<file path="config.mk">
export PLATFORM = sky130hd
export DESIGN_NAME = spi_joy_master_flat
export DESIGN_NICKNAME = d
export VERILOG_FILES = /design/src/rtl/spi_pkg.sv /design/src/rtl/spi_joy_master_if.sv /design/src/rtl/spi_byte_shifter.sv /design/src/rtl/spi_joy_master.sv /design/src/flat_wrapper.sv
export SDC_FILE = /design/constraint.sdc
export NUM_CORES = 1
export LEC_CHECK = 0
export BUFFER_PORTS_ARGS = -buffer_cell sky130_fd_sc_hd__buf_4
export CAP_MARGIN = 20
export CORE_AREA = 3 3 153 111
export CTS_BUF_LIST = sky130_fd_sc_hd__clkbuf_4 sky130_fd_sc_hd__clkbuf_8
export CTS_CLUSTER_DIAMETER = 150
export CTS_CLUSTER_SIZE = 40
export DETAILED_ROUTE_END_ITERATION = 7
export DIE_AREA = 0 0 156 114
export GPL_ROUTABILITY_DRIVEN = 1
export PLACE_DENSITY = 0.61
export SETUP_SLACK_MARGIN = 0.2
export SLEW_MARGIN = 20
export SYNTH_ARGS = -nofsm -noshare
export SYNTH_HDL_FRONTEND = slang
export SYNTH_HIERARCHICAL = 1
export SYNTH_SLANG_ARGS = --single-unit
</file>
<file path="constraint.sdc">
create_clock -name CLK -period 6.7 [get_ports CLK]
set_input_delay 0.67 -clock CLK [delete_from_list [all_inputs] [get_ports CLK]]
set_output_delay 0.67 -clock CLK [all_outputs]
set_load 0.01 [all_outputs]
</file>
<file path="src/rtl/spi_pkg.sv">
// +----------------------------------------------------------------------+
// | spi_pkg : shared SPI types, mode constants and width helpers          |
// | Rev 1.0                                                               |
// +----------------------------------------------------------------------+
`default_nettype none

package spi_pkg;

    typedef enum logic [2:0] {
        ST_IDLE  = 3'd0,
        ST_SETUP = 3'd1,
        ST_SHIFT = 3'd2,
        ST_GAP   = 3'd3,
        ST_HOLD  = 3'd4,
        ST_FIN   = 3'd5
    } spi_state_e;

    localparam logic c_cpol      = 1'b0;
    localparam logic c_cpha      = 1'b0;
    localparam logic c_msb_first = 1'b1;

    // Bits needed for a counter that runs 0 .. n_states-1.
    function automatic int cnt_width(input int n_states);
        return (n_states <= 2) ? 1 : $clog2(n_states);
    endfunction

    function automatic int max3(input int a, input int b, input int c);
        int m;
        m = (a > b) ? a : b;
        return (m > c) ? m : c;
    endfunction

endpackage

`default_nettype wire

</file>
<file path="src/rtl/spi_joy_master_if.sv">
// +----------------------------------------------------------------------+
// | spi_joy_master_if : host request/response plus SPI pin bundle         |
// | Rev 1.0                                                               |
// +----------------------------------------------------------------------+
`default_nettype none

interface spi_joy_master_if #(
    parameter int NBYTES = 5
);
    logic                  START;
    logic [8*NBYTES-1:0]   TX_DATA;
    logic                  BUSY;
    logic                  DONE;
    logic [8*NBYTES-1:0]   RX_DATA;
    logic                  SCLK;
    logic                  MOSI;
    logic                  MISO;
    logic                  SS;

    modport master (
        input  START, TX_DATA, MISO,
        output BUSY, DONE, RX_DATA, SCLK, MOSI, SS
    );

    modport slave (
        output START, TX_DATA, MISO,
        input  BUSY, DONE, RX_DATA, SCLK, MOSI, SS
    );
endinterface

`default_nettype wire

</file>
<file path="src/rtl/spi_byte_shifter.sv">
// +----------------------------------------------------------------------+
// | spi_byte_shifter : 8-bit TX/RX shift pair for one SPI byte            |
// | Rev 1.0                                                               |
// +----------------------------------------------------------------------+
`default_nettype none

module spi_byte_shifter
    import spi_pkg::*;
(
    input  wire logic       CLK,
    input  wire logic       RSTN,
    input  wire logic       i_load,
    input  wire logic [7:0] i_load_byte,
    input  wire logic       i_sample,
    input  wire logic       i_miso,
    input  wire logic       i_shift,
    output logic            o_tx_next,
    output logic [7:0]      o_rx_byte
);

    logic [7:0] r_tx;
    logic [7:0] r_rx;

    // TX rotates so the bit after the one on MOSI is always at a fixed index.
    always_ff @(posedge CLK or negedge RSTN) begin
        if (!RSTN) begin
            r_tx <= '0;
            r_rx <= '0;
        end else if (i_load) begin
            r_tx <= i_load_byte;
            r_rx <= '0;
        end else begin
            if (i_shift) begin
                r_tx <= c_msb_first ? {r_tx[6:0], r_tx[7]} : {r_tx[0], r_tx[7:1]};
            end
            if (i_sample) begin
                r_rx <= {r_rx[6:0], i_miso};
            end
        end
    end

    assign o_tx_next = c_msb_first ? r_tx[6] : r_tx[1];
    assign o_rx_byte = r_rx;

endmodule

`default_nettype wire

</file>
<file path="src/rtl/spi_joy_master.sv">
// +----------------------------------------------------------------------+
// | spi_joy_master : mode-0 multi-byte SPI master with divided SCLK       |
// | Rev 1.0                                                               |
// +----------------------------------------------------------------------+
`default_nettype none

module spi_joy_master
    import spi_pkg::*;
#(
    parameter int NBYTES   = 5,
    parameter int CLK_DIV  = 4,
    parameter int SS_DELAY = 10,
    parameter int BYTE_GAP = 6
) (
    input  wire logic          CLK,
    input  wire logic          RSTN,
    spi_joy_master_if.master   bus
);

    localparam int c_w     = 8 * NBYTES;
    localparam int c_cnt_w = cnt_width(max3(SS_DELAY, BYTE_GAP, CLK_DIV));
    localparam int c_byt_w = cnt_width(NBYTES);

    localparam logic [c_cnt_w-1:0] c_div_last  = c_cnt_w'(CLK_DIV - 1);
    localparam logic [c_cnt_w-1:0] c_ss_last   = c_cnt_w'(SS_DELAY - 1);
    localparam logic [c_cnt_w-1:0] c_gap_last  = c_cnt_w'((BYTE_GAP > 0) ? BYTE_GAP - 1 : 0);
    localparam logic [c_byt_w-1:0] c_byte_last = c_byt_w'(NBYTES - 1);

    spi_state_e           r_state,  w_state_nxt;
    logic [c_cnt_w-1:0]   r_cnt,    w_cnt_nxt;
    logic [2:0]           r_bit,    w_bit_nxt;
    logic [c_byt_w-1:0]   r_byte,   w_byte_nxt;
    logic                 r_sclk,   w_sclk_nxt;
    logic                 r_mosi,   w_mosi_nxt;
    logic                 r_ss,     w_ss_nxt;
    logic                 r_busy,   w_busy_nxt;
    logic                 r_done,   w_done_nxt;
    logic [c_w-1:0]       r_rx_data, w_rx_data_nxt;
    logic [c_w-1:0]       r_tx_rest, w_tx_rest_nxt;
    logic [c_w-1:0]       r_rx_acc,  w_rx_acc_nxt;

    logic                 w_load;
    logic [7:0]           w_load_byte;
    logic                 w_sample;
    logic                 w_shift;
    logic                 w_tx_next;
    logic [7:0]           w_rx_byte;
    logic [c_w-1:0]       w_rx_ext;

    spi_byte_shifter u_shifter (
        .CLK         (CLK),
        .RSTN        (RSTN),
        .i_load      (w_load),
        .i_load_byte (w_load_byte),
        .i_sample    (w_sample),
        .i_miso      (bus.MISO),
        .i_shift     (w_shift),
        .o_tx_next   (w_tx_next),
        .o_rx_byte   (w_rx_byte)
    );

    always_comb begin
        w_rx_ext      = '0;
        w_rx_ext[7:0] = w_rx_byte;
    end

    always_comb begin
        w_state_nxt   = r_state;
        w_cnt_nxt     = r_cnt;
        w_bit_nxt     = r_bit;
        w_byte_nxt    = r_byte;
        w_sclk_nxt    = r_sclk;
        w_mosi_nxt    = r_mosi;
        w_ss_nxt      = r_ss;
        w_busy_nxt    = r_busy;
        w_done_nxt    = 1'b0;
        w_rx_data_nxt = r_rx_data;
        w_tx_rest_nxt = r_tx_rest;
        w_rx_acc_nxt  = r_rx_acc;
        w_load        = 1'b0;
        w_load_byte   = r_tx_rest[c_w-1 -: 8];
        w_sample      = 1'b0;
        w_shift       = 1'b0;

        case (r_state)
            ST_IDLE: begin
                if (bus.START) begin
                    w_state_nxt   = ST_SETUP;
                    w_cnt_nxt     = '0;
                    w_bit_nxt     = '0;
                    w_byte_nxt    = '0;
                    w_ss_nxt      = 1'b0;
                    w_busy_nxt    = 1'b1;
                    w_mosi_nxt    = bus.TX_DATA[c_w-1];
                    w_load        = 1'b1;
                    w_load_byte   = bus.TX_DATA[c_w-1 -: 8];
                    w_tx_rest_nxt = bus.TX_DATA << 8;
                    w_rx_acc_nxt  = '0;
                end
            end

            ST_SETUP: begin
                if (r_cnt == c_ss_last) begin
                    w_state_nxt = ST_SHIFT;
                    w_cnt_nxt   = '0;
                    w_sclk_nxt  = 1'b1;
                    w_sample    = 1'b1;
                end else begin
                    w_cnt_nxt = r_cnt + 1'b1;
                end
            end

            ST_SHIFT: begin
                if (r_cnt != c_div_last) begin
                    w_cnt_nxt = r_cnt + 1'b1;
                end else if (r_sclk) begin
                    // Falling edge: present the next bit, or retire a finished byte.
                    w_sclk_nxt = 1'b0;
                    w_cnt_nxt  = '0;
                    if (r_bit != 3'd7) begin
                        w_mosi_nxt = w_tx_next;
                        w_shift    = 1'b1;
                    end else begin
                        w_rx_acc_nxt = (r_rx_acc << 8) | w_rx_ext;
                        if (r_byte != c_byte_last) begin
                            w_mosi_nxt    = r_tx_rest[c_w-1];
                            w_load        = 1'b1;
                            w_tx_rest_nxt = r_tx_rest << 8;
                        end else begin
                            w_mosi_nxt = 1'b0;
                        end
                    end
                end else begin
                    w_cnt_nxt = '0;
                    if (r_bit != 3'd7) begin
                        w_bit_nxt  = r_bit + 3'd1;
                        w_sclk_nxt = 1'b1;
                        w_sample   = 1'b1;
                    end else if (r_byte != c_byte_last) begin
                        w_bit_nxt  = '0;
                        w_byte_nxt = r_byte + 1'b1;
                        if (BYTE_GAP == 0) begin
                            w_sclk_nxt = 1'b1;
                            w_sample   = 1'b1;
                        end else begin
                            w_state_nxt = ST_GAP;
                        end
                    end else begin
                        w_state_nxt = ST_HOLD;
                    end
                end
            end

            ST_GAP: begin
                if (r_cnt == c_gap_last) begin
                    w_state_nxt = ST_SHIFT;
                    w_cnt_nxt   = '0;
                    w_sclk_nxt  = 1'b1;
                    w_sample    = 1'b1;
                end else begin
                    w_cnt_nxt = r_cnt + 1'b1;
                end
            end

            ST_HOLD: begin
                if (r_cnt == c_div_last) begin
                    w_state_nxt = ST_FIN;
                    w_cnt_nxt   = '0;
                end else begin
                    w_cnt_nxt = r_cnt + 1'b1;
                end
            end

            ST_FIN: begin
                w_state_nxt   = ST_IDLE;
                w_ss_nxt      = 1'b1;
                w_busy_nxt    = 1'b0;
                w_done_nxt    = 1'b1;
                w_rx_data_nxt = r_rx_acc;
            end

            default: begin
                w_state_nxt = ST_IDLE;
            end
        endcase
    end

    always_ff @(posedge CLK or negedge RSTN) begin
        if (!RSTN) begin
            r_state   <= ST_IDLE;
            r_cnt     <= '0;
            r_bit     <= '0;
            r_byte    <= '0;
            r_sclk    <= c_cpol;
            r_mosi    <= 1'b0;
            r_ss      <= 1'b1;
            r_busy    <= 1'b0;
            r_done    <= 1'b0;
            r_rx_data <= '0;
            r_tx_rest <= '0;
            r_rx_acc  <= '0;
        end else begin
            r_state   <= w_state_nxt;
            r_cnt     <= w_cnt_nxt;
            r_bit     <= w_bit_nxt;
            r_byte    <= w_byte_nxt;
            r_sclk    <= w_sclk_nxt;
            r_mosi    <= w_mosi_nxt;
            r_ss      <= w_ss_nxt;
            r_busy    <= w_busy_nxt;
            r_done    <= w_done_nxt;
            r_rx_data <= w_rx_data_nxt;
            r_tx_rest <= w_tx_rest_nxt;
            r_rx_acc  <= w_rx_acc_nxt;
        end
    end

    assign bus.SCLK    = r_sclk;
    assign bus.MOSI    = r_mosi;
    assign bus.SS      = r_ss;
    assign bus.BUSY    = r_busy;
    assign bus.DONE    = r_done;
    assign bus.RX_DATA = r_rx_data;

endmodule

`default_nettype wire
</file>
<file path="src/flat_wrapper.sv">
// flat-port wrapper written by rule: the top's interface ports become plain ports
module spi_joy_master_flat import spi_pkg::*;
#(
    parameter int NBYTES   = 5,
    parameter int CLK_DIV  = 4,
    parameter int SS_DELAY = 10,
    parameter int BYTE_GAP = 6
)
  (CLK, RSTN, bus_START, bus_TX_DATA, bus_MISO, bus_BUSY, bus_DONE, bus_RX_DATA, bus_SCLK, bus_MOSI, bus_SS);
  spi_joy_master_if #(.NBYTES(NBYTES)) bus_i ();
  input  wire logic CLK;
  input  wire logic RSTN;
  input wire logic [$bits(bus_i.START)-1:0] bus_START;
  input wire logic [$bits(bus_i.TX_DATA)-1:0] bus_TX_DATA;
  input wire logic [$bits(bus_i.MISO)-1:0] bus_MISO;
  output wire logic [$bits(bus_i.BUSY)-1:0] bus_BUSY;
  output wire logic [$bits(bus_i.DONE)-1:0] bus_DONE;
  output wire logic [$bits(bus_i.RX_DATA)-1:0] bus_RX_DATA;
  output wire logic [$bits(bus_i.SCLK)-1:0] bus_SCLK;
  output wire logic [$bits(bus_i.MOSI)-1:0] bus_MOSI;
  output wire logic [$bits(bus_i.SS)-1:0] bus_SS;
  assign bus_i.START = bus_START;
  assign bus_i.TX_DATA = bus_TX_DATA;
  assign bus_i.MISO = bus_MISO;
  assign bus_BUSY = bus_i.BUSY;
  assign bus_DONE = bus_i.DONE;
  assign bus_RX_DATA = bus_i.RX_DATA;
  assign bus_SCLK = bus_i.SCLK;
  assign bus_MOSI = bus_i.MOSI;
  assign bus_SS = bus_i.SS;
  spi_joy_master #(.NBYTES(NBYTES), .CLK_DIV(CLK_DIV), .SS_DELAY(SS_DELAY), .BYTE_GAP(BYTE_GAP)) u_core (.CLK(CLK), .RSTN(RSTN), .bus(bus_i));
endmodule
</file>
Word-level counts from Yosys, hierarchy flattened. Cells that the tools add are included.

Flip-flop bits (word level): 154. Input port bits: 44. Output and inout bits: 45. Logic and storage cells: 128.

Add/sub/neg operators: 3. Equality and inequality tests: 21. Multiplexer cells: 73. Bitwise logic cells: 1. Reductions and logical operators: 16.

Operators by type and width (count): two-way mux 40 bit (9); one-hot mux 40 bit (2 select lines) (2); two-way mux 3 bit (17); two-way mux 8 bit (6); OR 40 x 8 -> 40 bit (1); two-way mux 1 bit (24); two-way mux 4 bit (5); one-hot mux 4 bit (5 select lines) (1); one-hot mux 3 bit (5 select lines) (1); one-hot mux 3 bit (2 select lines) (2); AND reduction 6 bit (2); != test 2 x 1 -> 1 bit (second input constant) (5); AND reduction 5 bit (2); != test 2 bit (second input constant) (4); one-hot mux 1 bit (2 select lines) (4); AND reduction 4 bit (2); nonzero test 2 bit (4); AND reduction 7 bit (1); adder 3 x 1 -> 3 bit (second input constant) (2); == test 3 x 2 -> 1 bit (second input constant) (2); == test 3 bit (second input constant) (2); != test 3 bit (second input constant) (2); one-hot mux 1 bit (3 select lines) (2); nonzero test 5 bit (1); 10 further kinds (11).

Longest topological paths before layout.
Depth in word-level cells: 7. Mapped depth: 11. Mapped depth without buffers: 8.

Hierarchy. Netlist, hierarchy kept.

Modules (own cells, without submodules): spi_joy_master (instances 1, cells an instance 425, area an instance 5656.7 µm²); spi_byte_shifter (instances 1, cells an instance 60, area an instance 701.9 µm²).

Worst setup path before layout. No wires, ideal clock.

Path kind: reg-to-reg. From: register u_core.r_state[1]. To: register u_core.u_shifter.r_tx[3]. Library setup time: 126 ps. Data arrival time: 2002 ps. Required time: 6574 ps. Slack: 4572 ps. Stages on the path, launching flop included: 9. Path buffers: 4. Clock period less this slack: 2128 ps. Path through: dfrtp_1 buf_2 or3b_1 buf_2 buf_2 nor4_1 buf_6 mux2i_1 o21ai_1.

Longest elaborated chain between the ends: 3.

RTL lines: start, declared (line spi_joy_master.sv:29) `spi_state_e r_state, w_state_nxt;`; start signal, assigned (line spi_joy_master.sv:203) `r_state <= w_state_nxt;`; == test 3 x 2 -> 1 bit (line spi_joy_master.sv:85) `case (r_state)`; two-way mux 1 bit (line spi_joy_master.sv:85); via u_core.w_shift (line spi_joy_master.sv:45) `logic w_shift;`; nonzero test 2 bit (no line); end signal, assigned (line spi_byte_shifter.sv:30) `r_tx <= i_load_byte;`; end signal, assigned (line spi_byte_shifter.sv:34) `r_tx <= c_msb_first ? {r_tx[6:0], r_tx[7]} : {r_tx[0], r_tx[7:1]};`; end, declared (line spi_byte_shifter.sv:21) `logic [7:0] r_tx;`.

The timed path passes the listed nets, and every way through them passes these cells. A chain may end at the register's enable or synchronous reset.

Worst setup path in the final report.
From: register u_core.r_state[1]. To: register u_core.u_shifter.r_rx[3] (netlist: u_core/u_shifter/o_rx_byte[3]).

Longest elaborated chain between the ends: 3.

RTL lines: == test 3 x 2 -> 1 bit or == test 3 x 1 -> 1 bit (tied branches) (line spi_joy_master.sv:85); one-hot mux 1 bit (3 select lines) (*) (line spi_joy_master.sv:85); via u_core.w_sample (line spi_joy_master.sv:44) `logic w_sample;`; nonzero test 2 bit (no line) (*); end signal, assigned (line spi_byte_shifter.sv:37) `r_rx <= {r_rx[6:0], i_miso};`; end, declared (line spi_byte_shifter.sv:22) `logic [7:0] r_rx;`.

Mark *: on every way through the listed nets, which the timed path passes. The rest lies on a longest branch.

==> metrics.md <==
| Metric | Value |
|---|---|
| Slowest stage cell, crit path | `dfrtp_1` |
| Setup crit end | `u_core/u_shifter/o_rx_byte[3]` |
| Critical Path Sink Type | `flop` |
| RSZ-0062 raised after global routing | `false` |
| CP cell instances | `or3b_1, nor4_1, o21bai_1, mux2i_1, nor2_1` |
| Post-synth top area share | `57.1%` |
| Final Power | `2.44 mW` |
| Reg2reg setup slack | `4070 ps` |
| Post-CTS setup buffer count | `0` |
| Final setup viols | `0` |
| Critical path class | `reg -> reg` |
| DRT Wirelength | `13100 µm` |
| Reg2reg start | `u_core/r_state[1]` |
| Avg Vias per Cell | `5.26` |
| Post-Layout Inst Area | `0.00747 mm²` |
| CP max stage delay | `680 ps` |
| Critical Path Fanout Max | `19` |
| Die area | `0.0178 mm²` |
| Synth Net Count | `535` |
| Largest net degree at the start of global routing | `83` |
| Area grow syn2layout | `17.5%` |
| Clk sinks | `146` |
| HP Class | `in -> async` |
| Clock root buffer | `clkbuf_8` |
| Die height | `114 µm` |
| Cell Pwr Density | `326 mW/mm²` |
| Fin crit share | `39.3%` |
| Max_cap viols | `0` |
| Top_reg_cell synth | `dfrtp_1` |
| Max clock buf depth | `2` |
| Number of distinct library cells after synthesis | `56` |
| First-pass GRT wire length | `21100 µm` |
| Core footprint | `0.0155 mm²` |
| Gr ovfl total | `0` |
| Std cell rows | `38` |
| Outcome | `finished clean` |
| Total Routing Usage GR | `15.0%` |
| Final hold violations | `0` |
| Nets | `613` |
| CP Buf/Inv Count | `0` |
| Post-DP HPWL | `8830 µm` |
| Ys Warns | `6` |
| Number of global-route vias before repair | `3948` |
| DR pass1 iterations | `4` |
| Io pins | `89` |
| CP top delay family | `simple AND/OR/NAND/NOR gates` |
| Post-synth top cells | `dfrtp_1, a22o_1, mux2_2, mux2i_1, nor2_1` |
| Peak VDD IR | `0.137 mV` |
| WL per Instance | `16.9 µm` |
| Slew Limit Headroom | `26.0%` |
| Synth Cell Area | `0.00636 mm²` |
| Inserted Clock Buffers | `17` |
| Seq/Total Area, Yosys | `57.5%` |
| Detailed-route via count | `4081` |
| Final ANT Viol Nets | `0` |
| Post-Place Cell Area | `0.00707 mm²` |
| WP data required | `7010 ps` |
| TNS Setup | `0 ps` |
| Startpoint Class | `flop` |
| Placed insts | `744` |
| Skew final | `9.92 ps` |
| Yosys reg bits | `146` |
| Most frequent cell after synthesis | `dfrtp_1` |
| F_max | `380 MHz` |
| Hold-fix buffers at CTS | `0` |
| Mapped Avg Cell Area | `13.1 µm²` |
| Post-route DRC | `0` |
| Post-cts resize count | `0` |
| Reg-to-reg critical path endpoint | `u_core/u_shifter/o_rx_byte[3]` |
| Layout fillers | `1354` |
| Data arrival, critical path | `2940 ps` |
| Cell taking the most area after synthesis | `dfrtp_1` |
| Clk slew on worst S/H paths | `80 ps` |
| Share of layout cells above drive strength 1 | `36.3%` |
| Skew-Pair Late Insertion Delay | `440 ps` |
| CTS tree | `built` |
| Non-Filler Instances | `776` |
| Slew @ Worst Pin | `1110 ps` |
| CP startpoint | `u_core/r_state[1]` |
| Number of flops mapped to enable cells by yosys | `0` |
| DRT iter0 DRCs | `312` |
| FFs w/ async S/R, synth | `100%` |
| Synth Instances | `485` |
| Ant. Diodes | `0` |
| Slew Limit Fails | `0` |
| Port Buffer Count | `88` |
| Leak Pwr | `3.69 nW` |
| CTS H-Tree Depth | `4` |
| Crit path depth | `5` |
| Top cells by area, synth | `dfrtp_1, mux2_2, a22o_1, mux2i_1, a21oi_2` |
| Gpl congestion | `0.759` |
| Die width | `156 µm` |
| Initial Util | `41.1%` |
| Reg2Reg Depth | `5` |
| Min Tclk post-route | `2630 ps` |
| Initial antenna violation count | `0` |
[stage by stage]
stage / utilization, % / setup slack [ps] / hold WS [ps]
2_1_floorplan: - / 4570 / 374
5_1_grt: 48.4 / 3910 / 240
6_report: 48.4 / 4070 / 213
3_3_place_gp: 45.6 / 4080 / 481
3_5_place_dp: 45.7 / 4050 / 488
4_1_cts: 48.3 / 4030 / 220
[how the worst min path moves through the flow]
stage                                 to                          start  depth (start not counted)  slack (ps)
CTS                    u_core/r_state[1]                           RSTN                          1         220
finish                  u_core/r_byte[0]                           RSTN                          1         210
global placement      u_core/r_rx_acc[7]  u_core/u_shifter/o_rx_byte[7]                          1         480
global route            u_core/r_byte[0]                           RSTN                          1         240
detailed placement  u_core/r_tx_rest[11]           u_core/r_tx_rest[11]                          1         490
floorplan                u_core/bus.BUSY                           RSTN                          0         370
[placed cells by master, fill, tap and decap left out, drive strengths merged, types with 2 or more instances in the layout]
cell type,synthesis,final
nand3,4,4
nor4,4,4
nand2b,3,3
o21ai,13,13
o22ai,2,2
bufinv,0,2
ha,6,6
nor2,37,37
nor3b,2,2
clkinv,0,7
o41ai,2,2
nor3,2,2
or3b,2,2
mux2,49,49
and2,2,2
a21oi,33,33
dfrtp,145,145
inv,9,14
nand2,17,17
a31oi,2,2
mux2i,41,41
a22o,51,51
and3b,2,2
buf,28,93
clkbuf,6,17
nand4,2,2
nor2b,3,3
[area by class of cell]
class	count	area, µm²	area share (%)
timing repair buffer	93	718	9.61
clock buffer	17	234	3.13
inverter	9	38.8	0.519
tap	200	250	3.35
clock inverter	15	158	2.11
sequential	146	3650	48.9
multi-input combinational	296	2420	32.4
[sequential cells by signal, summed over array words and instances, names as in the netlist, 3 cells and up]
register and cells:
u_core/u_shifter/r_tx 8, u_core/r_byte 3, u_core/r_cnt 4, u_core/r_rx_acc 40
u_core/u_shifter/o_rx_byte 8, u_core/r_tx_rest 32, u_core/r_state 3, u_core/bus.RX_DATA 40
u_core/r_bit 3
[worst reg2reg max path: stages, from the launching register on]
cell and delay, ps:
dfrtp_1 680, or3b_1 550, nor4_1 380, o21bai_1 550, mux2i_1 290, nor2_1 60
[kinds of logic (layout without fill, tap and decap cells)]
group | after synthesis | after routing | share of synthesized area (%)
xor gates and xnor gates | 1 | 1 | 0.138
AOI/OAI and AO/OA | 114 | 114 | 14.4
and+or+nand+nor | 85 | 85 | 6.89
muxes | 90 | 90 | 15.1
DFF | 146 | 146 | 57.5
adders and majority gates | 6 | 6 | 1.18
buffers and inverters | 43 | 134 | 4.80
[routing by layer]
metal	vias to the layer above	GRT usage (%)	share of wire, %
met5	-	0	0
met4	0	4.59	0.84
met3	11	3.98	4.7
met2	97	21.3	44
met1	2040	22.5	50
li1	1933	-	-
[where the power goes]
part	internal (mW)	switching, mW
Sequential	1.05	0.140
Clock	0.335	0.352
Combinational	0.257	0.304
Total	1.64	0.795
Power figures use the tool's default switching activity.
